--- src/rtl/stage_sequencer.sv ---
// Multi-cycle IF/ID/EX/MEM/WB stage sequencer and PC unit for the Core Musa datapath.
// Instruction length varies by class; IF and MEM wait on mem_ready, halt parks the core.
module stage_sequencer #(
  parameter int unsigned           PC_WIDTH = 32,
  parameter logic [PC_WIDTH-1:0]   RESET_PC = '0
) (
  input  logic                clk,
  input  logic                rst,
  input  logic                mem_ready,
  input  logic [1:0]          instr_class,
  input  logic                branch_taken,
  input  logic [PC_WIDTH-1:0] branch_target,
  input  logic                halt,
  output logic [2:0]          stage,
  output logic [PC_WIDTH-1:0] pc,
  output logic [PC_WIDTH-1:0] _npc1,
  output logic                fetch_req,
  output logic                mem_req,
  output logic                instr_done
);

  typedef enum logic [2:0] {
    S_IF   = 3'd0,
    S_ID   = 3'd1,
    S_EX   = 3'd2,
    S_MEM  = 3'd3,
    S_WB   = 3'd4,
    S_HALT = 3'd5
  } state_t;

  localparam logic [1:0] C_ALU   = 2'd0;
  localparam logic [1:0] C_LOAD  = 2'd1;
  localparam logic [1:0] C_STORE = 2'd2;

  state_t              state, state_next;
  logic [PC_WIDTH-1:0] pc_q, pc_next;
  logic [PC_WIDTH-1:0] npc_q, npc_next;
  logic [1:0]          cls_q, cls_next;

  // State and PC registers
  always_ff @(posedge clk) begin
    if (rst) begin
      state <= S_IF;
      pc_q  <= RESET_PC;
      npc_q <= '0;
      cls_q <= '0;
    end else begin
      state <= state_next;
      pc_q  <= pc_next;
      npc_q <= npc_next;
      cls_q <= cls_next;
    end
  end

  // Next-state, PC update and request/done decode
  always_comb begin
    state_next = state;
    pc_next    = pc_q;
    npc_next   = npc_q;
    cls_next   = cls_q;
    fetch_req  = 1'b0;
    mem_req    = 1'b0;
    instr_done = 1'b0;

    case (state)
      S_IF: begin
        fetch_req = 1'b1;
        if (mem_ready) begin
          npc_next   = pc_q + PC_WIDTH'(4);
          state_next = S_ID;
        end
      end
      S_ID: begin
        cls_next   = instr_class;
        state_next = S_EX;
      end
      S_EX: begin
        case (cls_q)
          C_ALU:           state_next = S_WB;
          C_LOAD, C_STORE: state_next = S_MEM;
          default: begin
            instr_done = 1'b1;
            pc_next    = branch_taken ? {branch_target[PC_WIDTH-1:2], 2'b00} : npc_q;
          end
        endcase
      end
      S_MEM: begin
        mem_req = 1'b1;
        if (mem_ready) begin
          if (cls_q == C_LOAD) begin
            state_next = S_WB;
          end else begin
            instr_done = 1'b1;
            pc_next    = npc_q;
          end
        end
      end
      S_WB: begin
        instr_done = 1'b1;
        pc_next    = npc_q;
      end
      S_HALT: ;
      default: state_next = S_IF;
    endcase

    // Completion cycle is the only place halt is honoured
    if (instr_done) state_next = halt ? S_HALT : S_IF;
  end

  assign stage = state;
  assign pc    = pc_q;
  assign _npc1 = npc_q;

endmodule

--- config.mk ---
export PLATFORM = sky130hd
export DESIGN_NAME = stage_sequencer
export DESIGN_NICKNAME = d
export VERILOG_FILES = /design/src/rtl/stage_sequencer.sv
export SDC_FILE = /design/constraint.sdc
export NUM_CORES = 1
export LEC_CHECK = 0
export BUFFER_PORTS_ARGS = -buffer_cell sky130_fd_sc_hd__buf_2
export CAP_MARGIN = 0
export CORE_UTILIZATION = 40
export DETAILED_ROUTE_END_ITERATION = 8
export MAX_ROUTING_LAYER = met4
export PLACE_DENSITY = 0.72
export SLEW_MARGIN = 25
export SYNTH_ARGS = -nofsm -noshare
export SYNTH_HDL_FRONTEND = slang
export SYNTH_SLANG_ARGS = --single-unit
--- constraint.sdc ---
create_clock -name clk -period 2 [get_ports clk]
set_input_delay 0.4 -clock clk [delete_from_list [all_inputs] [get_ports clk]]
set_output_delay 0.4 -clock clk [all_outputs]
set_load 0.01 [all_outputs]
### Word-level counts from Yosys, hierarchy flattened

Index checks and enable logic that the tools add are counted.

* register bits after elaboration: 69
* bits of input ports: 39
* output and inout bits: 70
* logic and storage cells: 47

* add/subtract/negate cells: 1
* eq/ne operators: 15
* muxes and demuxes: 18
* reduce and logical (&&, ||, !) cells: 9

Operators by type and width (number)
* two-way mux 32 bit: 4
* case mux 32 bit (3 select lines): 1
* adder 32 x 3 -> 32 bit, second input constant: 1
* two-way mux 3 bit: 5
* case mux 3 bit (5 select lines): 1
* != test 3 bit, second input constant: 3
* equality test 3 x 2 -> 1 bit, second input constant: 2
* equality test 3 bit, second input constant: 2
* != test 2 bit, second input constant: 3
* case mux 3 bit (2 select lines): 1
* two-way mux 1 bit: 5
* AND reduction 5 bit: 1
* != test 4 bit, second input constant: 1
* AND reduction 4 bit: 1
* OR reduction 2 bit: 2
* equality test 3 x 1 -> 1 bit, second input constant: 1
* logical NOT 3 bit: 1
* case mux 1 bit (3 select lines): 1
* nonzero test 3 bit: 1
* OR reduction 3 bit: 1
* equality test 2 x 1 -> 1 bit, second input constant: 1
* equality test 2 bit, second input constant: 1
* logical NOT 2 bit: 1
* != test 2 x 1 -> 1 bit, second input constant: 1
* AND reduction 2 bit: 1

### Longest topological paths before layout

Gate-level depths: netlist (run 1).

* word-level depth: 6
* depth in mapped cells: 8
* mapped depth without buffers: 6

### Least setup slack after synthesis (run 1)

OpenSTA, ideal clock, no wires.

* path type: reg-to-output
* start point: reg cls_q[1]
* end point: out instr_done
* data arrival time: 1.639 ns
* required time: 1.600 ns
* setup slack: -0.039 ns
* cell stages (with the launch flop): 8
* buffers on the path: 2
* cell sequence: dfxtp_1 -> inv_1 -> ha_1 -> nand3b_1 -> a21oi_1 -> or2_2 -> buf_2 -> buf_2

* longest elaborated chain between the ends: 4
* elaborated cells between the ends (all ways): 8
* classes of those cells: 2 x eq/ne; 4 x mux; 2 x reduce/logical

Ends and longest elaborated chain
* start: declaration: RTL line 38 `logic [1:0] cls_q, cls_next;`
* start signal: assignment: RTL line 51 `cls_q <= cls_next;`
* equality test 2 x 1 -> 1 bit, or another cell as far along: RTL line 78, 90
* OR reduction 3 bit (no line) or two-way mux 1 bit (tied branches)
* two-way mux 1 bit, on equally long branches: RTL line 78, 89
* case mux 1 bit (3 select lines) *: RTL line 65 `case (state)`
* end: declaration: RTL line 19 `output logic instr_done`

Every way passes the cells marked *; elsewhere a longest branch is shown, timed or not.

### Final worst setup path (run 1)

Ends and elaborated chain as after synthesis.

==> impl_results.md, run 1 <==
- Worst Path Buf+Inv: 2
- Aggregate global-route resource usage: 0.240
- Synth Area in Adders: 0.0135
- Die Area: between 9000 and 10,000 sq um
- # fillers: just over 800
- Initial Util: 0.419
- DRT iter0 DRCs: between 200 and 250
- Number of global-route vias before repair: 3,780
- Detailed Place HPWL: ~7.6 mm
- Hold Path Depth: 3
- Min-delay src: instr_class[1]
- Detail Route Antenna Nets: 0
- Routability cong.: 0.835
- Gate count after technology mapping: between 400 and 500
- CTS Buffer Depth: 2
- Register area share after synthesis: 0.373
- Post-Syn Area: roughly 3700 sq um
- Synth top area cells: dfxtp_1 (37%), a211oi_1 (8.7%), mux2i_1 (8.1%)
- Sw frac: 0.340
- Max IR drop VDD: between 0.0003 and 0.0004 V
- Port-buffer cells: around 110
- Syn_nets: roughly 480
- Leading area contributor after synthesis: dfxtp_1
- Num Clock Sinks: 69
- Max H-tree Level: 3
- Share of cells above drive strength 1: 0.326
- Worst stage delay on the critical path: 320 ps
- Combinational cell fraction of total power: 0.327
- Post-DP Area: approximately 4500 sq um
- Synth Area in XOR/XNOR: 0.0260
- EDFF count, synth: 0
- Reg2reg path depth: 4
- Most numerous cell in the Yosys netlist: dfxtp_1
- Root Buffer: clkbuf_8
- Drt pass-1 iters: 6
- Worst-Skew Late Latency: between 300 and 400 ps
- CP max FO: 3
- Top delay family on crit path: simple AND/OR/NAND/NOR gates
- Fin. max-slew vios: 0
- Worst flop-to-flop path startpoint: pc[20]
- Worst endpoint required time: roughly 1600 ps
- DR DRC count: 6
- Synth cell count leaders: dfxtp_1 (69), a211oi_1 (43), nor3_1 (38), nor2_1 (35), mux2i_1 (30)
- Worst path cell trace: inv_1, ha_2, nand3b_1, a21oi_4, or2_4, buf_2
- Row count: 34
- Nets: ~600
- Avg Inst Size Synth: between 8 and 9 sq um
- Clock skew: 9.39 ps
- Routed len/inst: 16.6 um
- Status: complete, but fails checks
- Final Setup Violations: 0
- Achievable Freq: slightly above 0.5 GHz
- Mux cell area share after synthesis: 0.0810
- Crit Path Category: register to output port
- Post-synthesis register bit count: slightly below 70
- Compound-Gate Fraction of Synth Area: 0.193
- Initial antenna violation count: 0
- Critical path launch point type: register
- Die width: 98.3 um
- Combinational family with the most area after synthesis: simple AND/OR/NAND/NOR gates
- Setup slack, reg-to-reg: 130 ps
- Crit path time final: slightly below 2000 ps
- Clock transition at path regs: about 80 ps
- RSZ-0062 raised after global routing: true
- Relative slew slack: 0.702
- Drt total wl: 11.1 mm
- Arrival @ worst endpoint: roughly 1500 ps
- Sequential share of power: 0.389
- Post-Synth Simple-Gate Area: 0.251
- PD cells: 960 nW/um^2
- Area fraction of the dominant cell type after synthesis: 0.373
- Total global routing overflow: 0
- Largest net degree at the start of global routing: 37
- Slowest-stage cell, CP: dfxtp_2
- Failing checks: DRC
- Critical Path Sink Type: output port
- Period utilization: 0.970
- Ys flop type: dfxtp_1
- Yosys warns: 0
- Psw: ~1.6 mW
- Design Area, Final: between 4000 and 5000 sq um
- CTS tree: yes
- Static Leak: 2.06 nW
- Max-Cap Viols: 0
- Inserted Clock Buffers: 9
- I/O Pins: 109
- Clock power frac: 0.285
- Area growth from synthesis to layout: 29.3%
- Worst-Margin Slew: 445 ps
- WHS: 283 ps
- Routed via count: about 3,800
- First-pass GRT wire length: roughly 18 mm
- Hold-fix buffers, CTS: 0
- Netlist cell types: ~50
- Die height: between 90 and 100 um
- Worst min path class: input port to register
- Final Hold Viols: 0
- Core ar.: just under 9000 sq um
- Vias/cell: ~5.7
- Number of inserted diodes: 0
- Internal power: 3.04 mW
- R2R Path End: _npc1[29]
- Async set-reset flop share out of synthesis: 0
- Utilization after layout: 0.542
- Hold Path End: cls_q[1]
## layout make-up
| type | count | area (sq um) | share of cell area |
|---|---|---|---|
| clock buffer | 13 | 159 | 0.0332 |
| sequential | 69 | 1380 | 0.289 |
| inverter | 9 | 33.8 | 0.00705 |
| tap | 108 | 135 | 0.0282 |
| multi-input combinational | 312 | 2120 | 0.443 |
| timing repair buffer | 152 | 888 | 0.185 |
| clock inverter | 3 | 67.6 | 0.0141 |
## cells in the final DEF (no fill, tap or decap), types with 3 or more instances in the layout
cell type	count
nand4_1	10
xnor2_1	7
buf_2	106
nand3_1	16
a311oi_1	3
nor2_1	35
buf_4	45
dfxtp_1	67
nand3b_1	5
nor3b_1	4
o21bai_1	8
nor4_1	5
a211oi_1	43
nor3_1	38
or3_1	4
a31oi_1	9
xor2_1	4
ha_1	3
o31ai_1	11
and4_1	4
nand2b_1	3
inv_1	9
or4_1	11
clkbuf_8	11
mux2i_1	30
and3_1	3
nand2_1	20
a21oi_1	8
## through the flow
stage | TNS [ps] | setup WS (ps) | cells | power (mW)
floorplan | 0 | 50.1 | 433 | 2.71
global placement | 0 | 165 | 649 | 3.26
detailed placement | 0 | 108 | 649 | 3.30
CTS | 0 | 5.07 | 666 | 4.60
global route | -24.3 | -24.3 | 666 | 4.87
finish | 0 | 59.3 | 666 | 4.60
## cell families (layout without fill, tap and decap cells)
logic type               after synthesis  after routing
buffers and inverters                 52            177
AND/OR/NAND/NOR                      170            170
flip-flops                            69             69
XOR/XNOR                              11             11
multiplexers                          30             30
adder cells (fa/ha/maj)                4              4
AO/OA/AOI/OAI                         97             97
## power by group through the flow
| stage | combinational, mW | clock, mW | sequential (mW) |
|---|---|---|---|
| after CTS | 1.50 | 1.32 | 1.78 |
| after global placement | 1.46 | 0 | 1.80 |
| after detailed placement | 1.49 | 0 | 1.81 |
| final | 1.50 | 1.31 | 1.79 |
| after floorplan | 0.803 | 0 | 1.90 |
| after global routing | 1.67 | 1.38 | 1.81 |
## how the worst max path moves through the flow
stage / from / to / slack [ps] / cells past startpoint
floorplan: stage[2] / pc[0] / 50 / 7
global placement: pc[12] / _npc1[26] / 170 / 4
detailed placement: stage[2] / pc[11] / 110 / 5
CTS: cls_q[1] / instr_done / 5 / 6
global route: cls_q[1] / instr_done / -20 / 6
finish: cls_q[1] / instr_done / 60 / 6
## flip-flops by register name, indices dropped and copies added (netlist names)
name and flops:
stage 3, _npc1 32, cls_q 2, pc 32
## timing repair
| action | in CTS | in global routing |
|---|---|---|
| gates resized for setup | 4 | 2 |
| gates cloned | 0 | 0 |
| buffers inserted | 1 | 0 |
| pin swaps | 0 | 1 |
| setup endpoints to repair | 1 | 3 |
| endpoints found under the hold margin | 0 | 0 |
## worst register-to-register path: cells and delay by family (launching register included)
family / cells / cell delay, ps
AND/OR/NAND/NOR: 4 / 1400
flip-flops: 1 / 370
## metal layers
metal,GRT usage,wire length [um]
met1,0.291,4930
met2,0.402,5360
met3,0.0315,634
met4,0.0976,144
met5,-,0
Power figures use the tool's default switching activity.
==> run 2: changes to the inputs <==
--- a/config.mk
+++ b/config.mk
@@ -11,6 +11,7 @@
 export DETAILED_ROUTE_END_ITERATION = 8
 export MAX_ROUTING_LAYER = met4
 export PLACE_DENSITY = 0.72
+export SETUP_SLACK_MARGIN = 0.2
 export SLEW_MARGIN = 25
 export SYNTH_ARGS = -nofsm -noshare
 export SYNTH_HDL_FRONTEND = slang
==> run 2 against run 1 <==
  * The run still ends with DRC left
  * First-iteration DRC count grew 49%
  * Largest cell class unchanged
  * Power grew 4.4%
  * Final cell count grew 2.0%
  * Critical path type unchanged
  * Combinational power grew 5%
  * Critical endpoint unchanged
  * Non-clock buffer count grew 10
==> impl_results.md, run 2 (synthesis gave the netlist of run 1 again) <==
- Design Area, Final: 5080 sq um (was 4790 sq um)
- Commonest non-fill, non-tap cell in the layout: buf_2 (unchanged)
- Core ar.: 8850 sq um (unchanged)
- Routed len/inst: 17.7 um (was 16.6 um)
- Die width: 98.3 um (unchanged)
- Final Setup Violations: 0 (unchanged)
- Pre-CTS WS: -0.179 ps (was 108 ps)
- Reg2reg path depth: 4 (unchanged)
- Detail Route Antenna Nets: 0 (unchanged)
- Worst-Margin Slew: 480 ps (was 445 ps)
- Status: complete, but fails checks (unchanged)
- Period utilization: 0.944 (was 0.970)
- Cell depth of the worst setup path: 6 (unchanged)
- DR DRC count: 6 (unchanged)
- Setup slack, reg-to-reg: 120 ps (was 130 ps)
- Worst min path class: input port to register (unchanged)
- Static Leak: 2.17 nW (was 2.06 nW)
- # fillers: 773 (was 818)
- PD cells: 946 nW/um^2 (was 960 nW/um^2)
- Initial Util: 0.419 (unchanged)
- Nets: 609 (was 596)
- Number of inserted diodes: 0 (unchanged)
- Hold Path Depth: 3 (unchanged)
- Worst stage delay on the critical path: 340 ps (was 320 ps)
- Drt total wl: 12.0 mm (was 11.1 mm)
- Vias/cell: 5.93 (was 5.73)
- Crit path time final: 1890 ps (was 1940 ps)
- Routability cong.: 0.845 (was 0.835)
- Max IR drop VDD: 0.000497 V (was 0.000366 V)
- Max-Cap Viols: 0 (unchanged)
- Post-DP Area: 4450 sq um (was 4550 sq um)
- Max H-tree Level: 3 (unchanged)
- Largest net degree at the start of global routing: 36 (was 37)
- Inserted Clock Buffers: 9 (unchanged)
- Most frequent cells in the layout: buf_2 (106), buf_4 (46), dfxtp_1 (45) (was buf_2 (106), dfxtp_1 (67), buf_4 (45))
- Worst Path Buf+Inv: 2 (unchanged)
- Hold Path End: cls_q[1] (unchanged)
- Fin. max-slew vios: 0 (unchanged)
- Clock transition at path regs: 70 ps (was 80 ps)
- Failing checks: DRC (unchanged)
- Initial antenna violation count: 0 (unchanged)
- Aggregate global-route resource usage: 0.247 (was 0.240)
- Worst-Skew Late Latency: 340 ps (about the same)
- Worst flop-to-flop path startpoint: stage[0] (was pc[20])
- Utilization after layout: 0.574 (was 0.542)
- First-pass GRT wire length: 18.3 mm (was 18.0 mm)
- Crit Path Category: register to output port (unchanged)
- Worst path cell trace: inv_2, ha_4, nand3b_1, a21oi_4, or2_4, buf_6 (was inv_1, ha_2, nand3b_1, a21oi_4, or2_4, buf_2)
- Arrival @ worst endpoint: 1490 ps (was 1540 ps)
- Area growth from synthesis to layout: 37.0% (was 29.3%)
- Detailed Place HPWL: 7.40 mm (was 7.61 mm)
- Seq. cell area: 1440 sq um (was 1380 sq um)
- Share of cells above drive strength 1: 0.408 (was 0.326)
- Die height: 98.3 um (unchanged)
- Drt pass-1 iters: 9 (was 6)
- CP max FO: 3 (unchanged)
- Multi-input logic area: 2240 sq um (was 2120 sq um)
- Top delay family on crit path: flip-flops (was simple AND/OR/NAND/NOR gates)
- Achievable Freq: 0.530 GHz (was 0.515 GHz)
- Relative slew slack: 0.679 (was 0.702)
- CTS Buffer Depth: 2 (unchanged)
- Min-delay src: instr_class[1] (unchanged)
- Die Area: 9650 sq um (unchanged)
- Row count: 34 (unchanged)
- Setup WS post-layout: 113 ps (was 59.3 ps)
- Num Clock Sinks: 69 (unchanged)
- CTS tree: yes (unchanged)
- Total global routing overflow: 0 (unchanged)
- DRT iter0 DRCs: 352 (was 237)
- Design Power: 4.80 mW (was 4.60 mW)
- Worst endpoint required time: 1600 ps (about the same)
- Clock skew: 9.05 ps (was 9.39 ps)
- R2R Path End: _npc1[22] (was _npc1[29])
- I/O Pins: 109 (unchanged)
- Slowest-stage cell, CP: dfxtp_2 (unchanged)
- Root Buffer: clkbuf_8 (unchanged)
- WHS: 294 ps (was 283 ps)
- Routed via count: 4,027 (was 3,816)
- Critical path launch point type: register (unchanged)
- RSZ-0062 raised after global routing: true (unchanged)
- Final Hold Viols: 0 (unchanged)
- Port-buffer cells: 106 (unchanged)
- Critical Path Sink Type: output port (unchanged)
- Hold-fix buffers, CTS: 0 (unchanged)
- Number of global-route vias before repair: 3,620 (was 3,780)
[run 2: changes by cell type in the layout (fill, tap and decap cells not counted), moves of 4 or more]
cell      change
a211oi_2      +4
dfxtp_1      -22
buf_6         +9
a211oi_1      -4
dfxtp_2      +10
or3b_4        +4
dfxtp_4      +12
[run 2: per-layer routing]
| layer | track usage | part of all wire | up-vias |
|---|---|---|---|
| li1 | - | - | 1897 |
| met1 | 0.302 | 0.43 | 1953 |
| met2 | 0.389 | 0.49 | 153 |
| met3 | 0.0429 | 0.059 | 24 |
| met4 | 0.132 | 0.021 | 0 |
| met5 | - | 0 | - |
[run 2: worst register-to-register path, delay by kind of cell (launching register included)]
kind | cells | cell delay [ps]
AND/OR/NAND/NOR | 4 | 1440
flip-flops | 1 | 380
[run 2: how the worst max path moves through the flow]
stage | from | end | slack [ps]
5_1_grt | cls_q[1] | instr_done | 60
4_1_cts | cls_q[1] | instr_done | 40
3_3_place_gp | pc[18] | _npc1[29] | 80
6_report | cls_q[1] | instr_done | 110
2_1_floorplan | stage[0] | _npc1[22] | 120
3_5_place_dp | stage[2] | pc[8] | -0.2
[run 2: repair_timing]
| action | 4_1_cts | 5_1_grt |
|---|---|---|
| hold endpoints to repair | 0 | 0 |
| gates resized for setup | 11 | 42 |
| setup buffers | 11 | 15 |
| endpoints found under the setup margin | 43 | 50 |
| pin swaps | 7 | 11 |
| gates cloned | 2 | 1 |
[run 2: area by class of cell]
cell class	instances	area share
Multi-Input combinational cell	315	0.442
Sequential cell	69	0.284
Timing Repair Buffer	162	0.193
Clock buffer	12	0.0286
Tap cell	108	0.0266
Clock inverter	4	0.0187
Inverter	9	0.00666
[run 2: power by group]
group,switching [mW],internal [mW],total (mW)
Clock,0.526,0.862,1.39
Sequential,0.234,1.61,1.85
Combinational,0.865,0.706,1.57
Total,1.62,3.18,4.80
[run 2: stage by stage]
stage,std cells,TNS (ps)
3_5_place_dp,634,-0.179
5_1_grt,679,0
2_1_floorplan,433,0
6_report,679,0
3_3_place_gp,634,0
4_1_cts,663,0
==> run 3: changes to the inputs <==
--- a/config.mk
+++ b/config.mk
@@ -9,10 +9,11 @@
 export CAP_MARGIN = 0
 export CORE_UTILIZATION = 40
 export DETAILED_ROUTE_END_ITERATION = 8
+export HOLD_SLACK_MARGIN = 0.05
 export MAX_ROUTING_LAYER = met4
-export PLACE_DENSITY = 0.72
+export PLACE_DENSITY = 0.69
 export SETUP_SLACK_MARGIN = 0.2
-export SLEW_MARGIN = 25
+export SLEW_MARGIN = 15
 export SYNTH_ARGS = -nofsm -noshare
 export SYNTH_HDL_FRONTEND = slang
 export SYNTH_SLANG_ARGS = --single-unit
==> constraint.sdc (replaced) <==
create_clock -name clk -period 2.1 [get_ports clk]
set_input_delay 0.42 -clock clk [delete_from_list [all_inputs] [get_ports clk]]
set_output_delay 0.42 -clock clk [all_outputs]
set_load 0.01 [all_outputs]
==> run 3 against run 2 <==
  * The flow still finishes with violations (DRC)
  * Die area is the same
  * First-iteration DRC count fell by 42%
  * Flip-flop and latch count did not move
  * Worst setup slack improved by 63 ps
  * Routed wire length decreased by 14%
  * Sequential share of layout area increased by 1.1 points
  * Core utilization is 3.5 points lower
  * Critical path type unchanged
  * Power decreased by 13%
  * Count of clock-buffer cells in the layout is 2 lower
  * Largest cell class unchanged
==> impl_results.md, run 3 (synthesis gave the netlist of run 1 again) <==
- Status: complete, but fails checks (unchanged)
- Failing checks: DRC (unchanged)
- Vias/cell: 5.69 (was 5.93)
- DR DRC count: 1 (was 6)
- Non-filler instance count after layout: 659 (was 679)
- Row count: 34 (unchanged)
- Commonest non-fill, non-tap cell in the layout: buf_2 (unchanged)
- Worst endpoint required time: 1680 ps (was 1600 ps)
- I/O Pins: 109 (unchanged)
- Post-route setup TNS: 0 ps (unchanged)
- PD cells: 879 nW/um^2 (was 946 nW/um^2)
- Post-Place Cells: 639 (was 634)
- Num Clock Sinks: 69 (unchanged)
- Detailed Place HPWL: 7.29 mm (was 7.40 mm)
- Total global routing overflow: 0 (unchanged)
- Routability cong.: 0.921 (was 0.845)
- Core ar.: 8850 sq um (unchanged)
- Worst-Margin Slew: 431 ps (was 480 ps)
- Drt pass-1 iters: 9 (unchanged)
- Fin. max-slew vios: 0 (unchanged)
- Critical path launch point type: register (unchanged)
- Met2 usage: 0.349 (was 0.389)
- Worst min path class: input port to register (unchanged)
- Aggregate global-route resource usage: 0.223 (was 0.247)
- Die Area: 9650 sq um (unchanged)
- Die height: 98.3 um (unchanged)
- Design Power: 4.18 mW (was 4.80 mW)
- Relative slew slack: 0.705 (was 0.679)
- Die width: 98.3 um (unchanged)
- Static Leak: 2.02 nW (was 2.17 nW)
- Root Buffer: clkbuf_8 (unchanged)
- Port-buffer cells: 106 (unchanged)
- Final Hold Viols: 0 (unchanged)
- Initial antenna violation count: 0 (unchanged)
- Share of cells above drive strength 1: 0.343 (was 0.408)
- Arrival @ worst endpoint: 1500 ps (was 1490 ps)
- Achievable Freq: approximately 0.52 GHz
- Min-delay src: instr_class[1] (unchanged)
- Most frequent cells in the layout: buf_2 (105), dfxtp_1 (58), a211oi_1 (42) (was buf_2 (106), buf_4 (46), dfxtp_1 (45))
- Number of global-route vias before repair: 3,381 (was 3,620)
- First-pass GRT wire length: 16.8 mm (was 18.3 mm)
- CTS tree: yes (unchanged)
- Max H-tree Level: 3 (unchanged)
- Routed len/inst: 15.8 um (was 17.7 um)
- GR Util met3: 0.0308 (was 0.0429)
- Max-Cap Viols: 0 (unchanged)
- Final Setup Violations: 0 (unchanged)
- Initial Util: 0.419 (unchanged)
- Utilization after layout: 0.538 (was 0.574)
- Largest net degree at the start of global routing: 37 (was 36)
- Pre-CTS WS: 167 ps (was -0.179 ps)
- Inserted Clock Buffers: 9 (unchanged)
- Max IR drop VDD: 0.000284 V (was 0.000497 V)
- RSZ-0062 raised after global routing: true (unchanged)
- Detail Route Antenna Nets: 0 (unchanged)
- Area growth from synthesis to layout: 28.5% (was 37.0%)
- Worst-Skew Late Latency: 340 ps (about the same)
- Worst flop-to-flop path startpoint: pc[21] (was stage[0])
- Critical Path Sink Type: output port (unchanged)
- DRT iter0 DRCs: 203 (was 352)
- Setup WS post-layout: 176 ps (was 113 ps)
- CP max FO: 3 (unchanged)
- Crit path time final: about 1900 ps
- Period utilization: 0.916
- CTS Buffer Depth: 2 (unchanged)
- Most used routing layer: met2 (unchanged)
- Nets: 589 (was 609)
- Critical Path Source: cls_q[1] (unchanged)
- Crit Path Category: register to output port (unchanged)
- Routed via count: 3,749 (was 4,027)
- Number of inserted diodes: 0 (unchanged)
- Clock transition at path regs: 70 ps (about the same)
- Drt total wl: 10.4 mm (was 12.0 mm)
- Clock skew: 5.87 ps (was 9.05 ps)
- Met1 Resource Use GR: 0.291 (was 0.302)
run 3: worst paths after layout:
path                endpoint  slack, ps  depth (start not counted)
setup / recovery  instr_done        180                          6
hold / removal      cls_q[1]        300                          3
setup reg to reg   _npc1[29]        250                          4
hold reg to reg     _npc1[0]        470                          2
run 3: report_power, final:
part	internal (mW)	switching [mW]	total, mW
clock network	0.576	0.506	1.08
logic	0.620	0.734	1.35
registers	1.52	0.225	1.75
total	2.72	1.47	4.18
run 3: stage by stage:
step	hold WS, ps	area (sq um)
floorplan	484	3730
global placement	452	4480
detailed placement	466	4480
CTS	299	4720
global route	350	4760
finish	303	4760
run 3: layout make-up:
cell class | count | area (sq um)
flip-flops and latches | 69 | 1410
clock buffers | 10 | 138
repair buffers | 145 | 842
fillers | 838 | 4090
inverters | 9 | 33.8
clock inverters | 6 | 62.6
well taps | 108 | 135
multi-input cells | 312 | 2150
run 3: critical path, cell delays in order, from the launching register on:
cell      delay [ps]
dfxtp_2          340
inv_2             50
ha_4             150
nand3b_1         200
a21oi_4          160
or2_4            160
buf_6            100
run 3: routing by layer:
| metal | part of all wire | wire length [um] | vias up |
|---|---|---|---|
| met4 | 0.015 | 155 | 0 |
| met3 | 0.044 | 459 | 14 |
| met5 | 0 | 0 | - |
| li1 | - | - | 1853 |
| met1 | 0.47 | 4870 | 1772 |
| met2 | 0.47 | 4930 | 110 |
run 3: timing repair:
item,in CTS,in global routing
gates resized for setup,11,10
setup buffers,2,2
pin swaps,2,1
hold buffers,0,0
setup endpoints to repair,15,15
cloned,0,0
